===== src/rtl/button_conditioner_pkg.sv =====
// button_conditioner_pkg: shared state encoding, button indices and default timing
package button_conditioner_pkg;
  localparam logic [2:0] ST_IDLE       = 3'd0;
  localparam logic [2:0] ST_PRESS_DB   = 3'd1;
  localparam logic [2:0] ST_HOLD       = 3'd2;
  localparam logic [2:0] ST_REPEAT     = 3'd3;
  localparam logic [2:0] ST_RELEASE_DB = 3'd4;
  localparam int BTN_UP    = 3;
  localparam int BTN_DOWN  = 2;
  localparam int BTN_LEFT  = 1;
  localparam int BTN_RIGHT = 0;
  localparam int DEF_DEBOUNCE_CYCLES = 500000;
  localparam int DEF_HOLD_CYCLES     = 25000000;
  localparam int DEF_REPEAT_CYCLES   = 5000000;
  localparam int DEF_CNT_W           = 25;
endpackage


===== src/rtl/button_channel.sv =====
// button_channel: one button's synchronizer, debounce/auto-repeat FSM and counter
module button_channel import button_conditioner_pkg::*; #(
  parameter int DEBOUNCE_CYCLES = DEF_DEBOUNCE_CYCLES,
  parameter int HOLD_CYCLES     = DEF_HOLD_CYCLES,
  parameter int REPEAT_CYCLES   = DEF_REPEAT_CYCLES,
  parameter int CNT_W           = DEF_CNT_W
) (
  input  logic clk,
  input  logic reset,
  input  logic raw,
  output logic pulse,
  output logic held
);
  localparam logic [CNT_W-1:0] DEB_C = CNT_W'(DEBOUNCE_CYCLES);
  localparam logic [CNT_W-1:0] HLD_C = CNT_W'(HOLD_CYCLES);
  localparam logic [CNT_W-1:0] REP_C = CNT_W'(REPEAT_CYCLES);
  logic [1:0] sync_ff;
  logic sync;
  logic [2:0] state, state_d, ret, ret_d;
  logic [CNT_W-1:0] cnt, cnt_d, cnt_inc, tgt;
  logic fire, pulse_q;
  assign sync = sync_ff[1];
  assign cnt_inc = &cnt ? cnt : cnt + 1'b1;
  assign tgt = state == ST_HOLD ? HLD_C : REP_C;
  // state, counter, return state, synchronizer and pulse registers
  always_ff @(posedge clk) begin
    if (!reset) begin
      sync_ff <= '0;
      state   <= ST_IDLE;
      cnt     <= '0;
      ret     <= ST_HOLD;
      pulse_q <= 1'b0;
    end else begin
      sync_ff <= {sync_ff[0], raw};
      state   <= state_d;
      cnt     <= cnt_d;
      ret     <= ret_d;
      pulse_q <= fire;
    end
  end
  // next state: debounce both edges, then hold delay and periodic repeat
  always_comb begin
    state_d = state;
    cnt_d   = cnt;
    ret_d   = ret;
    fire    = 1'b0;
    case (state)
      ST_IDLE: begin
        state_d = sync ? ST_PRESS_DB : ST_IDLE;
        cnt_d   = sync ? CNT_W'(1) : '0;
      end
      ST_PRESS_DB: begin
        if (!sync) begin
          state_d = ST_IDLE;
          cnt_d   = '0;
        end else if (cnt_inc >= DEB_C) begin
          state_d = ST_HOLD;
          cnt_d   = '0;
          fire    = 1'b1;
        end else cnt_d = cnt_inc;
      end
      ST_HOLD, ST_REPEAT: begin
        if (!sync) begin
          ret_d   = state;
          state_d = ST_RELEASE_DB;
          cnt_d   = CNT_W'(1);
        end else if (cnt_inc >= tgt) begin
          state_d = ST_REPEAT;
          cnt_d   = '0;
          fire    = 1'b1;
        end else cnt_d = cnt_inc;
      end
      ST_RELEASE_DB: begin
        if (sync) begin
          state_d = ret;
          cnt_d   = '0;
        end else if (cnt_inc >= DEB_C) begin
          state_d = ST_IDLE;
          cnt_d   = '0;
        end else cnt_d = cnt_inc;
      end
      default: begin
        state_d = ST_IDLE;
        cnt_d   = '0;
      end
    endcase
  end
  // outputs: debounced level stays up until the release is accepted
  always_comb begin
    pulse = pulse_q;
    held  = state == ST_HOLD || state == ST_REPEAT || state == ST_RELEASE_DB;
  end
endmodule


===== src/rtl/button_conditioner.sv =====
// button_conditioner: four independent button channels with enable-gated registered pulses
module button_conditioner import button_conditioner_pkg::*; #(
  parameter int DEBOUNCE_CYCLES = DEF_DEBOUNCE_CYCLES,
  parameter int HOLD_CYCLES     = DEF_HOLD_CYCLES,
  parameter int REPEAT_CYCLES   = DEF_REPEAT_CYCLES,
  parameter int CNT_W           = DEF_CNT_W
) (
  input  logic       clk,
  input  logic       reset,
  input  logic       enable,
  input  logic [3:0] raw_buttons,
  output logic       up_button,
  output logic       down_button,
  output logic       left_button,
  output logic       right_button,
  output logic [3:0] held
);
  logic [3:0] pulse, level;
  for (genvar i = 0; i < 4; i++) begin : g_ch
    button_channel #(
      .DEBOUNCE_CYCLES(DEBOUNCE_CYCLES),
      .HOLD_CYCLES(HOLD_CYCLES),
      .REPEAT_CYCLES(REPEAT_CYCLES),
      .CNT_W(CNT_W)
    ) u_ch (
      .clk(clk),
      .reset(reset),
      .raw(raw_buttons[i]),
      .pulse(pulse[i]),
      .held(level[i])
    );
  end
  // register outputs; a pulse masked by enable is dropped, not queued
  always_ff @(posedge clk) begin
    if (!reset) begin
      {up_button, down_button, left_button, right_button} <= 4'b0;
      held <= 4'b0;
    end else begin
      up_button    <= pulse[BTN_UP] & enable;
      down_button  <= pulse[BTN_DOWN] & enable;
      left_button  <= pulse[BTN_LEFT] & enable;
      right_button <= pulse[BTN_RIGHT] & enable;
      held         <= level;
    end
  end
endmodule


===== config.mk =====
export PLATFORM = sky130hd
export DESIGN_NAME = button_conditioner
export DESIGN_NICKNAME = d
export VERILOG_FILES = /design/src/rtl/button_conditioner_pkg.sv /design/src/rtl/button_channel.sv /design/src/rtl/button_conditioner.sv
export SDC_FILE = /design/constraint.sdc
export NUM_CORES = 1
export LEC_CHECK = 0
export CAP_MARGIN = 20
export CORE_AREA = 2 2 144 146
export DETAILED_ROUTE_END_ITERATION = 10
export DIE_AREA = 0 0 146 148
export GPL_TIMING_DRIVEN = 1
export SKIP_CTS_REPAIR_TIMING = 1
export SYNTH_ARGS = -nofsm -noshare
export SYNTH_HDL_FRONTEND = slang
export SYNTH_SLANG_ARGS = --single-unit

===== constraint.sdc =====
create_clock -name clk -period 9.3 [get_ports clk]
set_input_delay 1.395 -clock clk [delete_from_list [all_inputs] [get_ports clk]]
set_output_delay 1.395 -clock clk [all_outputs]
set_load 0.05 [all_outputs]

; ---- Yosys cells after proc, flatten, opt, wreduce, memory -nomap -nowiden
; Cells that the tools add are included.
[word_totals]
input_bits = 7
output_inout_bits = 8
regBits = 144
[classes]
order_cmp = 8
addsub = 4
n_bitwise = 8
muxes = 88
eq_ne = 28
n_reduce_logical = 28
[op_table]
columns = op, count
row1 = 25-bit two-way mux, 28
row2 = 25-bit one-hot mux with 4 select lines, 4
row3 = "25-bit by 1-bit adder with 25-bit output, second input constant", 4
row4 = "25-bit by 19-bit >= comparator with 1-bit output, second input constant", 4
row5 = 25-bit >= comparator, 4
row6 = 25-bit AND reduction, 4
row7 = 3-bit two-way mux, 24
row8 = 3-bit one-hot mux with 4 select lines, 4
row9 = "3-bit by 2-bit equality test with 1-bit output, second input constant", 8
row10 = 1-bit two-way mux, 24
row11 = "3-bit != test, second input constant", 8
row12 = "3-bit by 1-bit equality test with 1-bit output, second input constant", 4
row13 = "3-bit equality test, second input constant", 4
row14 = 3-bit logical NOT, 4
row15 = "3-bit by 1-bit != test with 1-bit output, second input constant", 4
row16 = 3-bit AND reduction, 4
row17 = 1-bit logical OR, 8
row18 = 1-bit one-hot mux with 2 select lines, 4
row19 = 2-bit AND reduction, 4
row20 = 2-bit OR reduction, 4
row21 = 1-bit bitwise AND, 4
row22 = 1-bit inverter, 4

; ---- Longest topological paths before layout
; Gate-level depths: netlist (run 1).
[logic_depth]
ltp_word = 6
depth_mapped = 19
mapped_depth_nobuf = 16

; ---- Hierarchy
; From an unflattened synthesis (run 1), not the netlist that was laid out.
[hier_totals]
cells_unflattened = 1134
hier_area_um2 = 9559.2
[by_module_without_submodules]
columns = module, area_per_inst_um2, n_inst, cells_each, seq_area_each_um2
row1 = button_channel (g_ch[0].u_ch ...), 2284.7, 2, 272, 680.7
row2 = button_channel (g_ch[3].u_ch), 2491.1, 1, 293, 680.7
row3 = button_channel (g_ch[2].u_ch), 2283.4, 1, 281, 680.7
row4 = button_conditioner, 215.2, 1, 16, 160.2

; ---- Worst setup path before layout (run 1)
; Ideal clock, no wire load.
[synth_path]
path_kind = register to register
from = register g_ch[0].u_ch.cnt[0]
to = register g_ch[0].u_ch.cnt[3]
required_time_ps = 9226
arrival_time_ps = 3674
path_buffers = 1
setup_slack_ps = 5552
stages_incl_launch_ff = 17
cell_sequence = dfxtp_1 -> ha_1 -> nand3_1 -> nor4_2 -> a31oi_1 -> and3_1 -> xor2_1 -> ha_1 -> a211oi_1 -> nand2_1 -> o221a_2 -> a2111oi_0 -> o21ai_1 -> o22ai_2 -> nand3_2 -> buf_2 -> nor3_2
[synth_via]
elab_chain_len = 6
word_cells_on_any_way = 11
cone_classes = 1 x add/sub / 2 x order compare / 7 x mux / 1 x reduce/logical
[synth_lines]
columns = element, line
row1 = from (decl), button_channel.sv:20  ; logic [CNT_W-1:0] cnt, cnt_d, cnt_inc, tgt;
row2 = from (signal assigned), button_channel.sv:36  ; cnt <= cnt_d;
row3 = 25-bit by 1-bit adder with 25-bit output / 25-bit AND reduction (equally long branches), button_channel.sv:23  ; assign cnt_inc = &cnt ? cnt : cnt + 1'b1;
row4 = 25-bit two-way mux (*), button_channel.sv:23
row5 = 25-bit by 19-bit >= comparator with 1-bit output / 25-bit >= comparator (equally long branches), "button_channel.sv:56, button_channel.sv:77, button_channel.sv:67"
row6 = 25-bit two-way mux (on tied branches), "button_channel.sv:56, button_channel.sv:77, button_channel.sv:67"
row7 = 25-bit two-way mux (on tied branches), "button_channel.sv:74, button_channel.sv:53, button_channel.sv:63"
row8 = 25-bit one-hot mux with 4 select lines (*), button_channel.sv:47  ; case (state)
; Every way passes the cells marked *; elsewhere a longest branch is shown, timed or not.
; A chain may end at the register's enable or synchronous reset.

; ---- Worst setup path after layout (run 1)
; Same ends and word-level chain as after synthesis.

==> results of run 1 <==
-- worst paths after layout --
| check | cells after the start | slack, ns | to | startpoint |
|---|---|---|---|---|
| hold reg to reg | 1 | 0.43 | g_ch[2].u_ch.sync_ff[1] | g_ch[2].u_ch.sync_ff[0] |
| setup / recovery | 15 | 4.66 | g_ch[0].u_ch.cnt[3] | g_ch[0].u_ch.cnt[0] |
| setup reg to reg | 15 | 4.66 | g_ch[0].u_ch.cnt[3] | g_ch[0].u_ch.cnt[0] |
| hold / removal | 1 | 0.43 | g_ch[2].u_ch.sync_ff[1] | g_ch[2].u_ch.sync_ff[0] |
-- layout by cell type, fill, tap and decap left out, drive strengths merged, types with 28 or more instances in the layout --
| master | Yosys | routed |
|---|---|---|
| xor2 | 31 | 31 |
| xnor2 | 49 | 49 |
| nand4 | 28 | 28 |
| ha | 36 | 36 |
| o21ai | 46 | 46 |
| a21oi | 39 | 39 |
| inv | 36 | 36 |
| nand2 | 88 | 88 |
| nand3 | 67 | 67 |
| nor3 | 28 | 28 |
| dfxtp | 144 | 144 |
| nor2 | 119 | 119 |
| and3 | 59 | 59 |
-- power by group through the flow --
stage	Clock, W	Sequential, W	Combinational (W)
3_5_place_dp	0	0.000637	0.0000196
6_report	0.000685	0.000624	0.0000193
5_1_grt	0.000729	0.000624	0.0000217
3_3_place_gp	0	0.000637	0.0000197
4_1_cts	0.000703	0.000624	0.0000196
2_1_floorplan	0	0.000635	0.0000145
-- per-layer routing --
metal / vias up / GRT usage
li1: 3971 / -
met3: 25 / 0.0296
met1: 3610 / 0.284
met4: 0 / 0.0709
met2: 152 / 0.310
met5: - / 0
-- cells in the mapped netlist, types with 7 or more instances --
library cell / number / share of area
a2111oi_0: 7 / 0.0069
a211oi_1: 15 / 0.013
a21oi_1: 36 / 0.020
a31oi_1: 16 / 0.011
and2_1: 11 / 0.0077
and3_1: 58 / 0.041
and4_1: 16 / 0.016
buf_2: 22 / 0.012
clkbuf_1: 21 / 0.0088
dfxtp_1: 144 / 0.32
ha_1: 36 / 0.051
inv_1: 35 / 0.015
mux2i_1: 14 / 0.016
nand2_1: 87 / 0.037
nand2b_1: 19 / 0.013
nand3_1: 65 / 0.036
nand3b_1: 8 / 0.0067
nand4_1: 27 / 0.019
nor2_1: 119 / 0.050
nor2b_1: 18 / 0.013
nor3_1: 25 / 0.014
nor4_1: 16 / 0.011
o211ai_1: 13 / 0.011
o21ai_0: 43 / 0.024
or3_1: 8 / 0.0056
xnor2_1: 48 / 0.047
xor2_1: 31 / 0.030
-- worst register-to-register path, cell delays in order, from the launching register on --
cell and delay [ns]:
dfxtp_1 0.41, ha_1 0.27, nand3_1 0.25, nor4_2 0.47, a31oi_1 0.35, and3_1 0.32
xor2_1 0.15, ha_1 0.29, a211oi_1 0.24, nand2_1 0.08, o221a_2 0.29, a2111oi_0 0.30
o21ai_1 0.20, o22ai_2 0.20, nand3_2 0.46, nor3_2 0.28
-- stage by stage --
step / hold slack, ns / instance area, um2 / worst slack [ns]
floorplan: 0.412 / 8920 / 5.55
global placement: 0.420 / 9180 / 4.86
detailed placement: 0.422 / 9180 / 4.68
CTS: 0.436 / 9760 / 4.63
global route: 0.463 / 9760 / 4.24
finish: 0.432 / 9760 / 4.66
-- layout make-up --
cell class	count	area share
clock inverter	6	0.0112
multi-input combinational	861	0.580
tap	270	0.0346
sequential	144	0.295
inverter	37	0.0142
timing repair buffer	17	0.0162
clock buffer	23	0.0480
-- registers in the layout, summed over array words and instances (netlist names) --
| register | flops |
|---|---|
| g_ch.u_ch.ret | 12 |
| g_ch.u_ch.state | 12 |
| left_button | 1 |
| g_ch.u_ch.sync_ff | 8 |
| g_ch.u_ch.cnt | 100 |
| g_ch.u_ch.pulse | 4 |
| down_button | 1 |
| right_button | 1 |
| up_button | 1 |
| held | 4 |
-- cells by family (layout without fill, tap and decap cells) --
| family | Yosys count | after routing | synth area share |
|---|---|---|---|
| AOI/OAI and AO/OA | 209 | 209 | 0.167 |
| xor gates and xnor gates | 80 | 80 | 0.0794 |
| DFF | 144 | 144 | 0.323 |
| adders and majority gates | 36 | 36 | 0.0505 |
| muxes | 17 | 17 | 0.0195 |
| and+or+nand+nor | 519 | 519 | 0.319 |
| buffers and inverters | 85 | 83 | 0.0415 |
==> run_results.csv, run 1 <==
group,metric,value,unit
run_status,outcome,"finished, final reports clean",
critical_path,critPathTopFamily,"simple AND/OR/NAND/NOR gates",
timing,fin_crit,4.64,ns
grt,grt_pass1_vias,7276,
drt,wirelength,20900,um
critical_path,crit_path_start_kind,"flop",
critical_path,cp_slowest_cell,"nor4_2",
critical_path,crit_arrival,4.98,ns
drt,routed-wl-met2,9340,um
grt,grt_max_degree,56,
critical_path,worstSetupPathType,"flop to flop",
logic_synthesis,async_flop_share,0,
logic_synthesis,synthDistinctLibCells,89,
drt,drc,0,
power_and_ir_drop,p_clk_frac,0.516,
clocking,numCtsBuffers,17,
floorplan,initial_core_util,0.445,
layout,fin_cells,1358,
clocking,path_clk_slew,0.06,ns
grt,grt_pass1_wl,36100,um
power_and_ir_drop,pwr-share-seq,0.470,
layout,multi_input_area,5660,um2
drt,dr.pass1.iters,5,
timing,rsz0062_at_grt,"false",
placement,port_buffers,14,
logic_synthesis,synth_seq_area_share,0.323,
critical_path,crit_fanout,24,
floorplan,dieArea,21600,um2
logic_synthesis,yosys_most_used_dff,"dfxtp_1",
timing,relSlewSlack,0.328,
power_and_ir_drop,p_sw,0.000269,W
timing,fin_tns_setup,0,ns
power_and_ir_drop,power,0.00133,W
drt,highest_layer,"met4",
placement,hpwl,15100,um
drt,wl_met3,724,um
clocking,cts_tree,"done",
timing,slew_viol_final,0,
drt,dr.first_iter.drc_count,658,
floorplan,row_count,52,
drt,met1_length,10500,um
power_and_ir_drop,p_int,0.00106,W
layout,fin_nets,1121,
logic_synthesis,synth-seq-cells,144,
critical_path,worst_path_largest_cell_delay,0.46,ns
critical_path,required,9.64,ns
clocking,clk_latency,0.42,ns
timing,hold_violations,0,
placement,dp_cells,1329,
layout,fin_util,0.487,
flow_run,maxCapViolCount,0,
timing,fin_skew,0.00998,ns
drt,num_vias,7758,
layout,seq_area,2880,um2
logic_synthesis,syn-num-nets,1133,
power_and_ir_drop,power_frac_comb,0.015,
layout,syn_to_final_growth,9.43,%
grt,grt-ovfl-total,0,
floorplan,dieWidth,146,um
drt,wl_per_cell,15.4,um
logic_synthesis,yosysWarnings,0,
placement,gp_congestion,0.893,
critical_path,cp_num_buf_inv,0,
grt,grt.total_usage,0.200,
timing,max_freq,216,MHz
layout,nFillCells,1994,
logic_synthesis,synthCells,1090,
clocking,htree_levels,4,
timing,setup_viol,0,
logic_synthesis,syn_area_per_cell,8.18,um2
worst_hold_path,holdCritPathClass,"flop to flop",
power_and_ir_drop,ir_drop,0.0713,mV
layout,n_antenna_cell,0,
power_and_ir_drop,netSwitchingFraction,0.203,
floorplan,die_height,148,um
clocking,cts_sinks,144,
logic_synthesis,synth_edf_count,0,
logic_synthesis,synth_area,8920,um2
grt,antenna_found_initial,0,
timing,worst_slew_pin_slew,1.01,ns
power_and_ir_drop,power_density,136,nW/um2
power_and_ir_drop,leakage,3.67,nW
floorplan,io_pins,15,
clocking,clock_path_buffers,2,
critical_path,path_common_cell,"ha_1",
critical_path,path_cells,"ha_1, nand3_1, nor4_2, a31oi_1, and3_1, xor2_1, ha_1, a211oi_1, nand2_1, o221a_2, a2111oi_0, o21ai_1, o22ai_2, nand3_2, nor3_2",
clocking,root_buffer,"clkbuf_16",
drt,route.detailed.vias_per_inst,5.71,
drt,antenna_left,0,
timing,min_period_over_period,0.499,
layout,drive_gt1_frac,0.0625,
floorplan,core,20000,um2
critical_path,endpoint_kind,"flop",
(Power assumes the default switching activity.)
==> run 2, diff against run 1 <==
- clock period: 9.3 -> 4.32 ns (I/O delays scaled with it)
==> run 2 against run 1 <==
Sequential power increased by 110%. Worst setup slack lost 4.4 ns. Non-clock buffer count up 38. Sequential share of layout area fell by 0.89 points. Clock skew is 0.00054 ns lower. Power is 110% higher. Die area unchanged. First-iteration DRC count rose by 5.6%. Fmax grew 15%. Final cell count rose by 3.0%. Count of clock-buffer cells in the layout is 1 higher. Wire length is 7.0% higher.
==> run_results.csv, run 2 (synthesis gave the netlist of run 1 again) <==
group,metric,value,unit
run_status,outcome,"finished, final reports clean",
layout,drive_gt1_frac,0.103,
critical_path,cp_num_buf_inv,2,
floorplan,dieWidth,146,um
critical_path,worst_path_largest_cell_delay,0.68,ns
critical_path,critPathTopFamily,"simple AND/OR/NAND/NOR gates",
critical_path,worstSetupPathType,"flop to flop",
power_and_ir_drop,power_density,274,nW/um2
timing,fin_tns_setup,0,ns
clocking,path_clk_slew,0.06,ns
critical_path,crit_path_start_kind,"flop",
power_and_ir_drop,ir_drop,0.258,mV
drt,wl_per_cell,16.0,um
clocking,clk_latency,0.42,ns
floorplan,dieArea,21600,um2
grt,antenna_found_initial,0,
drt,dr.pass1.iters,6,
flow_run,maxCapViolCount,0,
critical_path,endpoint_kind,"flop",
layout,layout_common_cells,"dfxtp_1, nor2_1, nand2_1, nand3_1, and3_1",
layout,n_antenna_cell,0,
grt,grt-ovfl-total,0,
clocking,clock_path_buffers,2,
drt,dr.first_iter.drc_count,695,
placement,gp_congestion,0.951,
grt,grt_pass1_wl,37500,um
clocking,root_buffer,"clkbuf_16",
critical_path,required,4.67,ns
drt,route.detailed.vias_per_inst,5.81,
layout,nFillCells,1978,
drt,antenna_left,0,
timing,max_freq,248,MHz
placement,port_buffers,14,
critical_path,cp_slowest_cell,"or4_1",
clocking,cts_tree,"done",
drt,num_vias,8133,
floorplan,initial_core_util,0.445,
timing,fin_skew,0.00944,ns
timing,relSlewSlack,0.525,
power_and_ir_drop,power,0.00275,W
clocking,htree_levels,4,
drt,wirelength,22300,um
timing,setup_viol,0,
layout,fin_nets,1159,
timing,slew_viol_final,0,
floorplan,io_pins,15,
floorplan,core,20000,um2
grt,grt_pass1_vias,7674,
critical_path,crit_fanout,15,
layout,top_register,"g_ch.u_ch.cnt",
floorplan,die_height,148,um
grt,grt_max_degree,36,
drt,drc,0,
worst_hold_path,holdCritPathClass,"flop to flop",
floorplan,row_count,52,
layout,syn_to_final_growth,12.8,%
timing,min_period_over_period,0.934,
clocking,numCtsBuffers,17,
critical_path,path_cells,"ha_2, nand3_2, or4_1, nor3_2, o21ai_0, o21a_1, inv_1, ha_1, nand2_1, a211oi_1, o221a_2, a2111oi_1, o21ai_1, o22ai_2, nand3_4, buf_6, nor2b_1",
layout,final_common_cell,"dfxtp_1",
critical_path,crit_arrival,4.38,ns
clocking,cts_sinks,144,
placement,hpwl,16300,um
timing,worst_slew_pin_slew,0.706,ns
timing,fin_crit,4.03,ns
grt,grt.total_usage,0.209,
layout,largest_register_ffs,100,
critical_path,r2r_slack,0.29,ns
power_and_ir_drop,leakage,3.83,nW
timing,hold_violations,0,
layout,reg_top3,"g_ch.u_ch.cnt x100, g_ch.u_ch.ret x12, g_ch.u_ch.state x12",
run 2: cell count changes in the layout (fill, tap and decap cells not counted), moves of 2 or more:
cell and delta:
buf_4 +37, clkinvlp_4 +5, bufinv_16 -3, clkbuf_8 +2
run 2: final cells by class:
type / count / area (um2) / share of cell area
Clock buffer: 24 / 492 / 0.0489
Clock inverter: 8 / 56.3 / 0.00560
Inverter: 37 / 139 / 0.0138
Multi-Input combinational cell: 861 / 5710 / 0.567
Sequential cell: 144 / 2880 / 0.286
Tap cell: 270 / 338 / 0.0336
Timing Repair Buffer: 55 / 447 / 0.0444
run 2: through the flow:
stage	setup WS, ns	util	cells	area (um2)	hold slack (ns)
3_5_place_dp	0.115	0.472	1367	9470	0.421
3_3_place_gp	0.134	0.472	1367	9470	0.420
6_report	0.287	0.502	1399	10100	0.432
2_1_floorplan	0.572	-	1090	8920	0.412
5_1_grt	-0.00266	0.502	1399	10100	0.442
4_1_cts	0.0893	0.500	1399	10000	0.432
run 2: worst register-to-register path: cells and delay by family, from the launching register on:
family | cells | cell delay, ns
AO/OA/AOI/OAI | 7 | 1.34
adder cells (fa/ha/maj) | 2 | 0.47
buffers and inverters | 2 | 0.31
flip-flops | 1 | 0.42
AND/OR/NAND/NOR | 6 | 1.43
run 2: final timing paths:
path | startpoint | end | cells after the start
min reg2reg | g_ch[0].u_ch.sync_ff[0] | g_ch[0].u_ch.sync_ff[1] | 1
min | g_ch[0].u_ch.sync_ff[0] | g_ch[0].u_ch.sync_ff[1] | 1
max reg2reg | g_ch[0].u_ch.cnt[0] | g_ch[0].u_ch.cnt[24] | 17
max | g_ch[0].u_ch.cnt[0] | g_ch[0].u_ch.cnt[24] | 17
run 2: power breakdown:
group | total [W] | switching, W | leakage (nW) | internal, W
Sequential | 0.00134 | 0.00000822 | 1.16 | 0.00133
Combinational | 0.0000427 | 0.0000260 | 2.42 | 0.0000167
Clock | 0.00137 | 0.000575 | 0.254 | 0.000794
run 2: metal layers:
layer / up-vias / GRT usage / routed length (um)
met2: 244 / 0.333 / 10000
met5: - / 0 / 0
li1: 4043 / - / -
met3: 36 / 0.0343 / 1060
met4: 0 / 0.0665 / 419
met1: 3810 / 0.290 / 10800
==> run 3, diff against run 2 <==
- CELL_PAD_IN_SITES_DETAIL_PLACEMENT: unset -> 1
- CELL_PAD_IN_SITES_GLOBAL_PLACEMENT: unset -> 1
- PLACE_DENSITY: unset -> 0.81
==> run 3 against run 2 <==
Non-clock buffer count is 2 lower. Critical endpoint is now g_ch[0].u_ch.cnt[3]. Clock power is 9% higher. Global-route usage is 3.0 points higher. Via count is 2.1% higher. Flip-flop and latch count is the same. Register-to-register slack improved by 0.02 ns. Power up 4.4%. Die area is the same. Largest cell class unchanged. First-iteration DRC count fell by 49%.
==> run_results.csv, run 3 (synthesis gave the netlist of run 1 again) <==
group,metric,value,unit
run_status,outcome,"finished, final reports clean",
grt,grt.total_usage,0.239,
drt,num_vias,8301,
power_and_ir_drop,netSwitchingFraction,0.233,
clocking,cts_tree,"done",
clocking,clock_path_buffers,2,
timing,fin_crit,4.01,ns
grt,top_usage_layer,"met2",
grt,use_met3,0.0361,
floorplan,row_count,52,
layout,layout_common_cells,"dfxtp_1, nor2_1, nand2_1, nand3_1, and3_1",
critical_path,crit_fanout,24,
grt,grt_use_met1,0.303,
power_and_ir_drop,p_int,0.00220,W
drt,dr.first_iter.drc_count,355,
power_and_ir_drop,p_clk_frac,0.518,
power_and_ir_drop,leakage,3.86,nW
placement,place_area,9440,um2
floorplan,core,20000,um2
layout,syn_to_final_growth,13.0,%
timing,slew_viol_final,0,
layout,drive_gt1_frac,0.105,
clocking,htree_levels,4,
floorplan,initial_core_util,0.445,
drt,antenna_left,0,
grt,grt_pass1_wl,42500,um
layout,reg_top3,"g_ch.u_ch.cnt x100, g_ch.u_ch.ret x12, g_ch.u_ch.state x12",
power_and_ir_drop,pwr-share-seq,0.467,
drt,drc,0,
critical_path,crit_arrival,4.38,ns
grt,grt-ovfl-total,0,
critical_path,required,4.69,ns
drt,wirelength,25500,um
placement,hpwl,18500,um
power_and_ir_drop,p_sw,0.000670,W
clocking,path_clk_slew,0.07,ns
layout,fin_nets,1157,
timing,setup_viol,0,
power_and_ir_drop,power_frac_comb,0.016,
clocking,numCtsBuffers,17,
floorplan,die_height,148,um
critical_path,worstSetupPathType,"flop to flop",
timing,min_period_over_period,0.928,
layout,fin_cells,1397,
flow_run,maxCapViolCount,0,
timing,relSlewSlack,0.469,
floorplan,io_pins,15,
drt,dr.pass1.iters,5,
layout,design_area,10100,um2
drt,route.detailed.vias_per_inst,5.94,
timing,rsz0062_at_grt,"false",
timing,hold_violations,0,
grt,grt_max_degree,35,
layout,final_common_cell,"dfxtp_1",
placement,dp_cells,1364,
critical_path,endpoint_kind,"flop",
power_and_ir_drop,power_density,285,nW/um2
worst_hold_path,holdCritPathClass,"flop to flop",
clocking,cts_sinks,144,
layout,top_register,"g_ch.u_ch.cnt",
timing,fin_tns_setup,0,ns
grt,grt_pass1_vias,8590,
layout,largest_register_ffs,100,
timing,worst_slew_pin_slew,0.795,ns
clocking,root_buffer,"clkbuf_16",
power_and_ir_drop,ir_drop,0.282,mV
timing,max_freq,249,MHz
drt,wl_per_cell,18.2,um
timing,fin_skew,0.00731,ns
placement,gp_congestion,0.928,
floorplan,dieWidth,146,um
grt,antenna_found_initial,0,
placement,port_buffers,14,
floorplan,dieArea,21600,um2
grt,use_met2,0.413,
critical_path,crit_path_start_kind,"flop",
layout,n_antenna_cell,0,
clocking,clk_latency,0.44,ns
[run 3: cell types whose count changed in the layout (fill, tap and decap cells not counted), sizes merged]
cell | previous run | this run
buf | 42 | 40
clkinv | 4 | 6
clkbuf | 24 | 17
clkinvlp | 5 | 3
bufinv | 0 | 2
inv | 36 | 41
[run 3: final timing paths]
kind | depth (start not counted) | slack [ns] | end | start
worst min-delay path | 1 | 0.44 | g_ch[0].u_ch.sync_ff[1] | g_ch[0].u_ch.sync_ff[0]
worst min register to register | 1 | 0.44 | g_ch[0].u_ch.sync_ff[1] | g_ch[0].u_ch.sync_ff[0]
worst max-delay path | 16 | 0.31 | g_ch[0].u_ch.cnt[3] | g_ch[0].u_ch.cnt[0]
worst max register to register | 16 | 0.31 | g_ch[0].u_ch.cnt[3] | g_ch[0].u_ch.cnt[0]
[run 3: power groups by stage]
stage | logic (W) | registers, W | clock network [W]
after floorplan | 0.0000313 | 0.00137 | 0
after global placement | 0.0000432 | 0.00137 | 0
after detailed placement | 0.0000443 | 0.00137 | 0
after CTS | 0.0000445 | 0.00134 | 0.00152
after global routing | 0.0000494 | 0.00134 | 0.00158
final | 0.0000446 | 0.00134 | 0.00149
[run 3: worst max-delay path, cell delays in order, from the launching register on]
cell and delay [ns]:
dfxtp_1 0.43, ha_2 0.26, and3_1 0.22, nand2_1 0.14, or4_1 0.50, xor2_1 0.26, inv_1 0.08, ha_1 0.21
a211oi_1 0.23, nand2_1 0.08, o221a_2 0.30, a2111oi_1 0.32, o21ai_1 0.18, o22ai_2 0.20, nand3_2 0.10, buf_4 0.26
nor3_2 0.16
[run 3: metrics by stage]
step / hold WS [ns] / worst slack, ns / power (W) / utilization
after floorplan: 0.412 / 0.572 / 0.00140 / -
after global placement: 0.415 / 0.130 / 0.00141 / 0.471
after detailed placement: 0.422 / 0.0194 / 0.00142 / 0.471
after CTS: 0.438 / 0.00362 / 0.00290 / 0.500
after global routing: 0.448 / 0.0116 / 0.00297 / 0.503
final: 0.436 / 0.311 / 0.00287 / 0.503
[run 3: routing by layer]
metal	up-vias	share of wire
met5	-	0
met4	0	0.020
met3	42	0.030
met2	145	0.48
met1	4078	0.47
li1	4036	-
[run 3: area by class of cell]
type | instances | area (um2)
multi-input cells | 861 | 5710
fillers | 2466 | 9960
clock buffers | 17 | 425
repair buffers | 53 | 428
clock inverters | 15 | 155
well taps | 270 | 338
inverters | 37 | 139
flip-flops and latches | 144 | 2880
